File: src/rtl/add_pkg.sv
// rtl/add_pkg.sv - shared types and sizing for the sliced 64-bit add/sub arbiter
package add_pkg;

  localparam int SLICE_W_DEF = 16;

  typedef enum logic [1:0] {
    IDLE = 2'd0,
    RUN  = 2'd1,
    DONE = 2'd2
  } state_t;

  function automatic int n_slices(input int slice_w);
    return 64 / slice_w;
  endfunction

endpackage

File: src/rtl/cla_slice.sv
// rtl/cla_slice.sv - combinational W-bit carry-lookahead adder slice
module cla_slice #(
  parameter int W = 16
) (
  input  logic [W-1:0] a,
  input  logic [W-1:0] b,
  input  logic         cin,
  output logic [W-1:0] sum,
  output logic         cout
);

  logic [W-1:0] g;
  logic [W-1:0] p;

  assign g = a & b;
  assign p = a ^ b;

  // Each carry is group-generate | group-propagate & cin, so cin never ripples.
  always_comb begin
    logic gacc;
    logic pacc;
    gacc = 1'b0;
    pacc = 1'b1;
    sum  = '0;
    for (int i = 0; i < W; i++) begin
      sum[i] = p[i] ^ (gacc | (pacc & cin));
      gacc   = g[i] | (p[i] & gacc);
      pacc   = p[i] & pacc;
    end
    cout = gacc | (pacc & cin);
  end

endmodule

File: src/rtl/add64_seq_arb.sv
// rtl/add64_seq_arb.sv - two-requester arbiter feeding a slice-serial 64-bit adder/subtractor
module add64_seq_arb
  import add_pkg::*;
#(
  parameter int SLICE_W = SLICE_W_DEF
) (
  input  logic        clk,
  input  logic        rst_n,
  input  logic        req0_valid,
  output logic        req0_ready,
  input  logic [63:0] req0_a,
  input  logic [63:0] req0_b,
  input  logic        req0_sub,
  input  logic        req1_valid,
  output logic        req1_ready,
  input  logic [63:0] req1_a,
  input  logic [63:0] req1_b,
  input  logic        req1_sub,
  output logic        resp_valid,
  input  logic        resp_ready,
  output logic [63:0] resp_sum,
  output logic        resp_cout,
  output logic        resp_ovf,
  output logic        resp_id
);

  localparam int N_SLICES = n_slices(SLICE_W);
  localparam int IDX_W    = (N_SLICES > 1) ? $clog2(N_SLICES) : 1;

  state_t             state;
  state_t             next_state;
  logic [63:0]        op_a;
  logic [63:0]        op_b;
  logic [63:0]        result;
  logic               carry;
  logic               last_id;
  logic               cur_id;
  logic               cout_q;
  logic               ovf_q;
  logic [IDX_W-1:0]   idx;

  logic               grant;
  logic               accept;
  logic               last_slice;
  logic [63:0]        sel_a;
  logic [63:0]        sel_b;
  logic               sel_sub;
  logic [SLICE_W-1:0] s_a;
  logic [SLICE_W-1:0] s_b;
  logic [SLICE_W-1:0] s_sum;
  logic               s_cout;

  // On a tie the requester that did not win last time is granted.
  always_comb begin
    grant      = (req0_valid & req1_valid) ? ~last_id : req1_valid;
    req0_ready = rst_n & (state == IDLE) & req0_valid & ~grant;
    req1_ready = rst_n & (state == IDLE) & req1_valid & grant;
    accept     = req0_ready | req1_ready;
    sel_a      = req1_ready ? req1_a   : req0_a;
    sel_b      = req1_ready ? req1_b   : req0_b;
    sel_sub    = req1_ready ? req1_sub : req0_sub;
    s_a        = op_a[idx*SLICE_W +: SLICE_W];
    s_b        = op_b[idx*SLICE_W +: SLICE_W];
    last_slice = (idx == IDX_W'(N_SLICES - 1));
  end

  cla_slice #(.W(SLICE_W)) u_slice (
    .a    (s_a),
    .b    (s_b),
    .cin  (carry),
    .sum  (s_sum),
    .cout (s_cout)
  );

  always_ff @(posedge clk or negedge rst_n) begin
    if (!rst_n) state <= IDLE;
    else        state <= next_state;
  end

  always_comb begin
    next_state = state;
    case (state)
      IDLE:    if (accept)     next_state = RUN;
      RUN:     if (last_slice) next_state = DONE;
      DONE:    if (resp_ready) next_state = IDLE;
      default:                 next_state = IDLE;
    endcase
  end

  always_ff @(posedge clk or negedge rst_n) begin
    if (!rst_n) begin
      op_a    <= '0;
      op_b    <= '0;
      result  <= '0;
      carry   <= 1'b0;
      last_id <= 1'b1;
      cur_id  <= 1'b0;
      cout_q  <= 1'b0;
      ovf_q   <= 1'b0;
      idx     <= '0;
    end else begin
      case (state)
        IDLE: begin
          if (accept) begin
            op_a    <= sel_a;
            op_b    <= sel_sub ? ~sel_b : sel_b;
            carry   <= sel_sub;
            cur_id  <= req1_ready;
            last_id <= req1_ready;
            idx     <= '0;
          end
        end
        RUN: begin
          result[idx*SLICE_W +: SLICE_W] <= s_sum;
          carry <= s_cout;
          idx   <= idx + IDX_W'(1);
          if (last_slice) begin
            cout_q <= s_cout;
            ovf_q  <= (op_a[63] == op_b[63]) & (s_sum[SLICE_W-1] != op_a[63]);
          end
        end
        default: ;
      endcase
    end
  end

  assign resp_valid = (state == DONE);
  assign resp_sum   = result;
  assign resp_cout  = cout_q;
  assign resp_ovf   = ovf_q;
  assign resp_id    = cur_id;

endmodule
File: config.mk
export PLATFORM = sky130hd
export DESIGN_NAME = add64_seq_arb
export DESIGN_NICKNAME = d
export VERILOG_FILES = /design/src/rtl/add_pkg.sv /design/src/rtl/cla_slice.sv /design/src/rtl/add64_seq_arb.sv
export SDC_FILE = /design/constraint.sdc
export NUM_CORES = 1
export LEC_CHECK = 0
export ABC_AREA = 1
export BUFFER_PORTS_ARGS = -buffer_cell sky130_fd_sc_hd__buf_2
export CAP_MARGIN = 10
export CORE_MARGIN = 4
export CORE_UTILIZATION = 25
export CTS_CLUSTER_SIZE = 8
export DETAILED_ROUTE_END_ITERATION = 10
export PLACE_DENSITY_LB_ADDON = 0.08
export SYNTH_ARGS = -nofsm -noshare
export SYNTH_HDL_FRONTEND = slang
export SYNTH_SLANG_ARGS = --single-unit
export TNS_END_PERCENT = 100
File: constraint.sdc
create_clock -name clk -period 3.8 [get_ports clk]
set_input_delay 0.38 -clock clk [delete_from_list [all_inputs] [get_ports clk]]
set_output_delay 0.38 -clock clk [all_outputs]
set_load 0.05 [all_outputs]
==> results.py, run 1 <==
metrics = {
    "floorplanning": {
        "die_y_um": 216.8,
        "die_w_um": 216.8,
        "fp.dieArea_um2": 46980,
        "row_count": 76,
        "core_area_um2": 43080,
        "start_util_pct": 25.29,
        "ios": 333,
    },
    "synthesis": {
        "ys_types": 34,
        "syn_inst": 1426,
        "yosysSeqAreaShare_pct": 46.18,
        "synth_top_flop_cell": "dfrtp_1",
        "syn_area_per_cell_um2": 7.640,
        "syn_nets": 1712,
        "yosysMostFrequentCell": "nand2_1",
        "synth_edf_count": 0,
        "yosys-top-cells-area": "dfrtp_1 46%, nand2_1 18%, o21ai_0 6.9%",
        "synth_top_cell_by_area": "dfrtp_1",
        "ys_top_cells_by_count": "518 x nand2_1, 200 x dfrtp_1, 155 x nor2_1",
        "yosys.area.top_type_share_pct": 45.94,
        "ys_async_sr_fraction_pct": 100.0,
        "yosysWarnings": 0,
        "yosys_register_bits": 201,
        "syn-cell-area_um2": 10890,
    },
    "final_layout": {
        "n_antenna_cell": 0,
        "fin_cells": 2313,
        "drive_above_1_share_pct": 23.44,
        "fin_nets": 2003,
        "syn2layout_area_growth_pct": 28.16,
    },
    "critical_path": {
        "crit_path_top_delay_cell": "dfrtp_1",
        "crit_chain": "inv_1, buf_4, o21ai_0, o22ai_1, ha_1, nand2_1, nand2_1, nand2_1, nand3_1, nand2_1, nand2_2, nand2_2, nand2_1, nand2_1, nand2_1, nand2_1, nand2_2, nand2_1, nand2_1, xor2_1, nor2_1, nand3_1, nand2_1",
        "start_kind": "flop",
        "crit_top_cell": "nand2_1",
        "crit_arrival_ns": 3.92,
        "end_kind": "flop",
        "cp_max_fo": 19,
        "crit_required_ns": 4.28,
        "worst_path_largest_cell_delay_ns": 0.37,
        "crit_type": "reg -> reg",
    },
    "global_route": {
        "use_met2_pct": 28.73,
        "grtUsageMet3_pct": 3.002,
        "gr-max-usage-layer": "met2",
        "grt_max_degree": 133,
        "grt_pass1_vias": 10720,
        "gr-total-overflow": 0,
        "use_met1_pct": 25.84,
        "antenna_found_initial": 0,
        "grt_first_pass_wirelength_um": 65610,
        "grt_usage_pct": 17.90,
    },
    "drt": {
        "num_vias": 10460,
        "detail_route.wl_per_cell_um": 18.68,
        "wl_um": 43210,
        "drcViolationCount": 0,
        "drtIter0Drc": 600,
        "ant_nets": 0,
        "drt_first_pass_iters": 5,
        "viasPerCell": 4.523,
    },
    "sta": {
        "rsz0062_at_grt": "false",
        "fin_setup_tns_ns": 0,
        "slew-limit-headroom_pct": 35.91,
        "max_slew.worst_pin.slew_ns": 0.9613,
        "skew_ns": 0.01746,
        "fin_crit_sh_pct": 90.51,
        "holdWs_ns": 0.04820,
        "maxSlewViolCount": 0,
        "setup_violations": 0,
        "post-route-min-period_ns": 3.439,
        "fmax_ghz": 0.2908,
        "hold_viol": 0,
        "setup_ws_ns": 0.3607,
    },
    "power_and_ir_drop": {
        "leakagePower_nw": 7.117,
        "power_density_nw_per_um2": 972.7,
        "p_sw_share_pct": 50.38,
        "p_clk_share_pct": 17.1,
        "p_int_mw": 6.738,
        "pwr-share-seq_pct": 28.7,
        "switching_power_mw": 6.842,
        "vdd_drop_max_mv": 0.3430,
        "p_comb_share_pct": 54.2,
    },
    "clocking": {
        "ctsResizeCount": 0,
        "numCtsBuffers": 29,
        "clk_path_buf_depth": 3,
        "path_clk_slew_ns": 0.06,
        "cts_tree": "yes",
        "clock_sinks": 201,
        "cts-root-buf": "clkbuf_16",
        "postCtsSetupBuffers": 0,
        "insertion_delay_ns": 0.54,
        "htreeDepth": 1,
    },
    "placed_design": {
        "numPortBuffers": 332,
        "dp_slack_ns": 0.4189,
        "hpwl_um": 33170,
        "dp.cells": 2270,
        "gp_congestion": 0.7968,
    },
    "outcome": {
        "status": "complete, no violations",
    },
    "job": {
        "maxCapViolCount": 0,
    },
    "min_path": {
        "min_path_type": "in -> reg",
    },
}
==> sequential cells by signal, summed over array words and instances, names as in the netlist <==
name / cells
idx: 2
state: 2
resp_cout: 1
resp_sum: 64
last_id: 1
op_a: 64
carry: 1
resp_id: 1
resp_ovf: 1
op_b: 64
==> power by group through the flow <==
stage / clock [mW] / combinational, mW / sequential (mW)
floorplan: 0 / 4.59 / 4.16
global route: 2.49 / 8.30 / 4.00
global placement: 0 / 7.41 / 3.98
finish: 2.32 / 7.37 / 3.90
CTS: 2.40 / 7.47 / 3.93
detailed placement: 0 / 7.45 / 3.95
==> worst paths after layout <==
path | end | slack (ns) | depth (start not counted) | from
min reg2reg | last_id | 0.46 | 2 | last_id
min | state[1] | 0.05 | 2 | resp_ready
max | resp_sum[29] | 0.36 | 23 | idx[1]
max reg2reg | resp_sum[29] | 0.36 | 23 | idx[1]
min in group asynchronous | resp_sum[8] | 0.29 | 2 | rst_n
max in group asynchronous | idx[0] | 2.40 | 3 | rst_n
==> layer usage <==
| layer | routed length [um] | up-vias | share of wire (%) |
|---|---|---|---|
| met2 | 19400 | 251 | 45 |
| li1 | - | 5244 | - |
| met4 | 685 | 0 | 1.6 |
| met1 | 21210 | 4923 | 49 |
| met5 | 0 | - | 0 |
| met3 | 1910 | 44 | 4.4 |
==> cell families after synthesis <==
group,count (synthesis),synth area share (%)
compound gates,286,14.92
buf+inv,129,4.709
xor+xnor,75,6.099
simple gates,711,25.29
flops,201,46.18
mux,1,0.09188
fa+ha+maj,23,2.710
==> stage by stage <==
step / cell area (um^2) / utilization, % / power, mW
floorplan: 10890 / - / 8.750
global placement: 13170 / 30.58 / 11.39
detailed placement: 13170 / 30.58 / 11.40
CTS: 13960 / 32.41 / 13.80
global route: 13960 / 32.41 / 14.79
finish: 13960 / 32.41 / 13.58
==> cells in the final DEF, fill, tap and decap left out, types with 6 or more instances in the layout <==
master,n
buf_12,6
a21oi_1,6
a31oi_1,64
nand2_2,8
inv_1,33
ha_1,22
dfrtp_1,199
nand3_1,16
o21ai_0,150
clkbuf_16,29
nand2_1,518
clkbuf_1,12
xor2_1,68
o21ai_1,15
buf_4,13
nor2_1,154
buf_2,331
a22o_1,13
o22ai_1,32
xnor2_1,6
==> worst max-delay path: cells and delay by family (launching register included) <==
| family | cells | cell delay (ns) |
|---|---|---|
| AND/OR/NAND/NOR | 17 | 1.43 |
| buffers and inverters | 2 | 0.68 |
| AO/OA/AOI/OAI | 2 | 0.38 |
| flip-flops | 1 | 0.37 |
| adder cells (fa/ha/maj) | 1 | 0.34 |
| XOR/XNOR | 1 | 0.15 |
==> cell type report <==
type                            instances  area (um^2)
Clock buffer                           41        770.7
Clock inverter                          1        8.758
Inverter                               37        143.9
Multi-Input combinational cell       1096         5375
Fill cell                            4737        29110
Tap cell                              585        732.0
Timing Repair Buffer                  352         1899
Sequential cell                       201         5032
==> repair_timing <==
item / in CTS / in global routing
hold buffers: 1 / 0
endpoints found under the setup margin: 0 / 0
endpoints found under the hold margin: 18 / 0
No activity file was read; power rests on OpenSTA's default activity.
==> run 2: changes to the inputs <==
--- a/config.mk
+++ b/config.mk
@@ -5,9 +5,9 @@
 export SDC_FILE = /design/constraint.sdc
 export NUM_CORES = 1
 export LEC_CHECK = 0
-export ABC_AREA = 1
 export BUFFER_PORTS_ARGS = -buffer_cell sky130_fd_sc_hd__buf_2
 export CAP_MARGIN = 10
+export CORE_ASPECT_RATIO = 0.9
 export CORE_MARGIN = 4
 export CORE_UTILIZATION = 25
 export CTS_CLUSTER_SIZE = 8
@@ -16,4 +16,4 @@
 export SYNTH_ARGS = -nofsm -noshare
 export SYNTH_HDL_FRONTEND = slang
 export SYNTH_SLANG_ARGS = --single-unit
-export TNS_END_PERCENT = 100
+export TNS_END_PERCENT = 1
==> run 2 against run 1 <==
  * The run now ends with negative hold slack left
  * Setup slack worse by 0.065 ns
  * Global-route usage down 1.8 points
  * Count of clock-buffer cells in the layout down 9
  * Fmax down 1.9%
  * Sequential share of layout area up 0.65 points
  * Final cell count down 18%
  * Register-to-register slack worse by 0.07 ns
  * Critical endpoint is now resp_ovf
==> results.py, run 2 <==
metrics = {
    "outcome": {
        "status": "complete, but fails checks",
        "violations": "negative hold slack",
    },
    "sta": {
        "hold_viol": 7,
        "rsz0062_at_grt": "false",
        "slew-limit-headroom_pct": 31.74,
        "max_slew.worst_pin.slew_ns": 1.022,
        "fin_setup_tns_ns": 0,
        "maxSlewViolCount": 0,
        "fmax_ghz": 0.2853,
        "setup_ws_ns": 0.2952,
        "post-route-min-period_ns": 3.505,
        "skew_ns": 0.02316,
        "holdWs_ns": -0.03454,
        "setup_violations": 0,
        "fin_crit_sh_pct": 92.23,
    },
    "synthesis": {
        "syn-cell-area_um2": 10620,
        "synth_compound_area_share_pct": 14.59,
        "yosys.area_share.simple_pct": 12.62,
        "ys_async_sr_fraction_pct": 100.0,
        "syn_inst": 1033,
        "synth_top_family_by_area": "compound AO/OA/AOI/OAI gates",
        "yosys-top-cells-area": "dfrtp_1 47%, nand2_1 7.6%, mux4_2 6.8%",
        "synthMuxAreaShare_pct": 12.92,
        "syn_nets": 1319,
        "synth_adder_area_share_pct": 2.781,
        "yosysMostFrequentCell": "nand2_1",
        "yosysWarnings": 0,
        "ys_top_cells_by_count": "214 x nand2_1, 200 x dfrtp_1, 74 x nor2_1",
        "yosys.area.top_type_share_pct": 47.14,
        "synth_top_cell_by_area": "dfrtp_1",
        "synth_top_flop_cell": "dfrtp_1",
        "ys_types": 60,
        "yosys_register_bits": 201,
        "synth_xor_area_share_pct": 6.104,
        "synth_edf_count": 0,
        "syn_area_per_cell_um2": 10.28,
        "yosysSeqAreaShare_pct": 47.38,
    },
    "critical_path": {
        "r2r_slack_ns": 0.30,
        "end_kind": "flop",
        "cp-endpoint": "resp_ovf",
        "start_kind": "flop",
        "r2r-end": "resp_ovf",
        "reg2reg_depth": 10,
        "rr_startpoint": "idx[0]",
        "crit_arrival_ns": 3.93,
        "crit_type": "reg -> reg",
        "cp_max_fo": 20,
        "crit_required_ns": 4.23,
        "crit_path_start": "idx[0]",
    },
    "placed_design": {
        "dpl_cell_area_um2": 12960,
        "hpwl_um": 28440,
        "dp.cells": 1869,
        "numPortBuffers": 332,
        "dp_slack_ns": 0.2905,
        "gp_congestion": 0.7774,
    },
    "job": {
        "maxCapViolCount": 0,
    },
    "clocking": {
        "clk_path_buf_depth": 3,
        "insertion_delay_ns": 0.55,
        "ctsResizeCount": 0,
        "cts_tree": "yes",
        "cts-root-buf": "clkbuf_16",
        "htreeDepth": 1,
        "path_clk_slew_ns": 0.06,
        "holdBufCountCts": 0,
        "postCtsSetupBuffers": 0,
        "clock_sinks": 201,
        "numCtsBuffers": 29,
    },
    "drt": {
        "drtIter0Drc": 438,
        "detail_route.wl_per_cell_um": 19.66,
        "wl_um": 37490,
        "drt_first_pass_iters": 5,
        "num_vias": 8677,
        "drcViolationCount": 0,
        "viasPerCell": 4.550,
        "ant_nets": 0,
    },
    "global_route": {
        "grt_pass1_vias": 9316,
        "gr-max-usage-layer": "met2",
        "antenna_found_initial": 4,
        "grt_usage_pct": 16.08,
        "grtUsageMet3_pct": 2.461,
        "grt_first_pass_wirelength_um": 56420,
        "use_met2_pct": 26.80,
        "grt_max_degree": 153,
        "use_met1_pct": 22.00,
        "gr-total-overflow": 0,
    },
    "floorplanning": {
        "die_w_um": 225.2,
        "fp.dieArea_um2": 45840,
        "row_count": 71,
        "start_util_pct": 25.38,
        "ios": 333,
        "die_y_um": 203.5,
        "core_area_um2": 41840,
    },
    "power_and_ir_drop": {
        "switching_power_mw": 6.526,
        "vdd_drop_max_mv": 0.5659,
        "total_power_mw": 13.88,
        "p_comb_share_pct": 56.6,
        "p_int_mw": 7.357,
        "pwr-share-seq_pct": 27.2,
        "leakagePower_nw": 6.334,
        "power_density_nw_per_um2": 1012,
        "p_clk_share_pct": 16.2,
        "p_sw_share_pct": 47.01,
    },
    "final_layout": {
        "final_common_cell": "buf_2",
        "fin_cells": 1907,
        "layout_common_cells": "331 x buf_2, 214 x nand2_1, 198 x dfrtp_1, 74 x nor2_1, 72 x xnor2_1",
        "syn2layout_area_growth_pct": 29.25,
        "drive_above_1_share_pct": 33.48,
        "design_area_um2": 13720,
        "fin_nets": 1639,
        "fillerInstances": 4365,
    },
    "min_path": {
        "min_path_type": "in -> async",
    },
}
==> run 2: cell count changes after synthesis, sizes merged, moves of 43 or more <==
cell and delta:
nand2 -312, a22o +43, o21ai -82, xor2 -67, mux2i +64, nor2 -84, xnor2 +66
==> run 2: worst min path at each step <==
stage / to / slack, ns / cells past startpoint
floorplan: carry / 0.08 / 0
global placement: last_id / 0.46 / 2
detailed placement: last_id / 0.46 / 2
CTS: state[1] / 0.04 / 2
global route: resp_sum[6] / 0.06 / 2
finish: resp_sum[6] / -0.03 / 2
==> run 2: cells by family (layout without fill, tap and decap cells) <==
kind of cell               Yosys count  in the layout
muxes                               97             97
buffers and inverters               85            408
adders and majority gates           23             23
DFF                                201            201
xor gates and xnor gates            74             74
other                                0              4
and+or+nand+nor                    322            322
AOI/OAI and AO/OA                  231            231
==> run 2: critical path, cell delays in order (launching register included) <==
cell	delay [ns]
dfrtp_4	0.69
mux4_2	0.57
ha_1	0.41
a21oi_2	0.17
o21ai_1	0.07
a21o_1	0.21
or3_4	0.35
o2111a_1	0.28
a211oi_4	0.28
nor4_1	0.10
a211o_1	0.23
==> run 2: layer usage <==
layer / share of wire, % / up-vias
met5: 0 / -
met3: 4.1 / 50
li1: - / 4290
met1: 45 / 4140
met4: 2.3 / 0
met2: 49 / 197
==> run 2: layout make-up <==
| cell class | instances | area, um^2 | area share [%] |
|---|---|---|---|
| multi-input combinational | 747 | 5240 | 38.18 |
| sequential | 201 | 5036 | 36.70 |
| timing repair buffer | 362 | 1934 | 14.10 |
| clock buffer | 32 | 737.0 | 5.370 |
| tap | 547 | 684.4 | 4.987 |
| inverter | 12 | 63.81 | 0.4650 |
| clock inverter | 2 | 17.52 | 0.1276 |
| antenna | 4 | 10.01 | 0.07294 |
==> run 2: stage by stage <==
| stage | utilization [%] | hold slack, ns |
|---|---|---|
| floorplan | - | 0.08441 |
| global placement | 30.97 | 0.4576 |
| detailed placement | 30.97 | 0.4586 |
| CTS | 32.77 | 0.04421 |
| global route | 32.80 | 0.05750 |
| finish | 32.80 | -0.03454 |
==> run 2: power groups by stage <==
stage          Combinational (mW)  Sequential, mW  Clock, mW
2_1_floorplan                4.86            4.12          0
3_3_place_gp                 7.97            3.83          0
3_5_place_dp                 8.00            3.83          0
4_1_cts                      8.02            3.80       2.34
5_1_grt                      8.67            3.90       2.44
6_report                     7.86            3.77       2.25
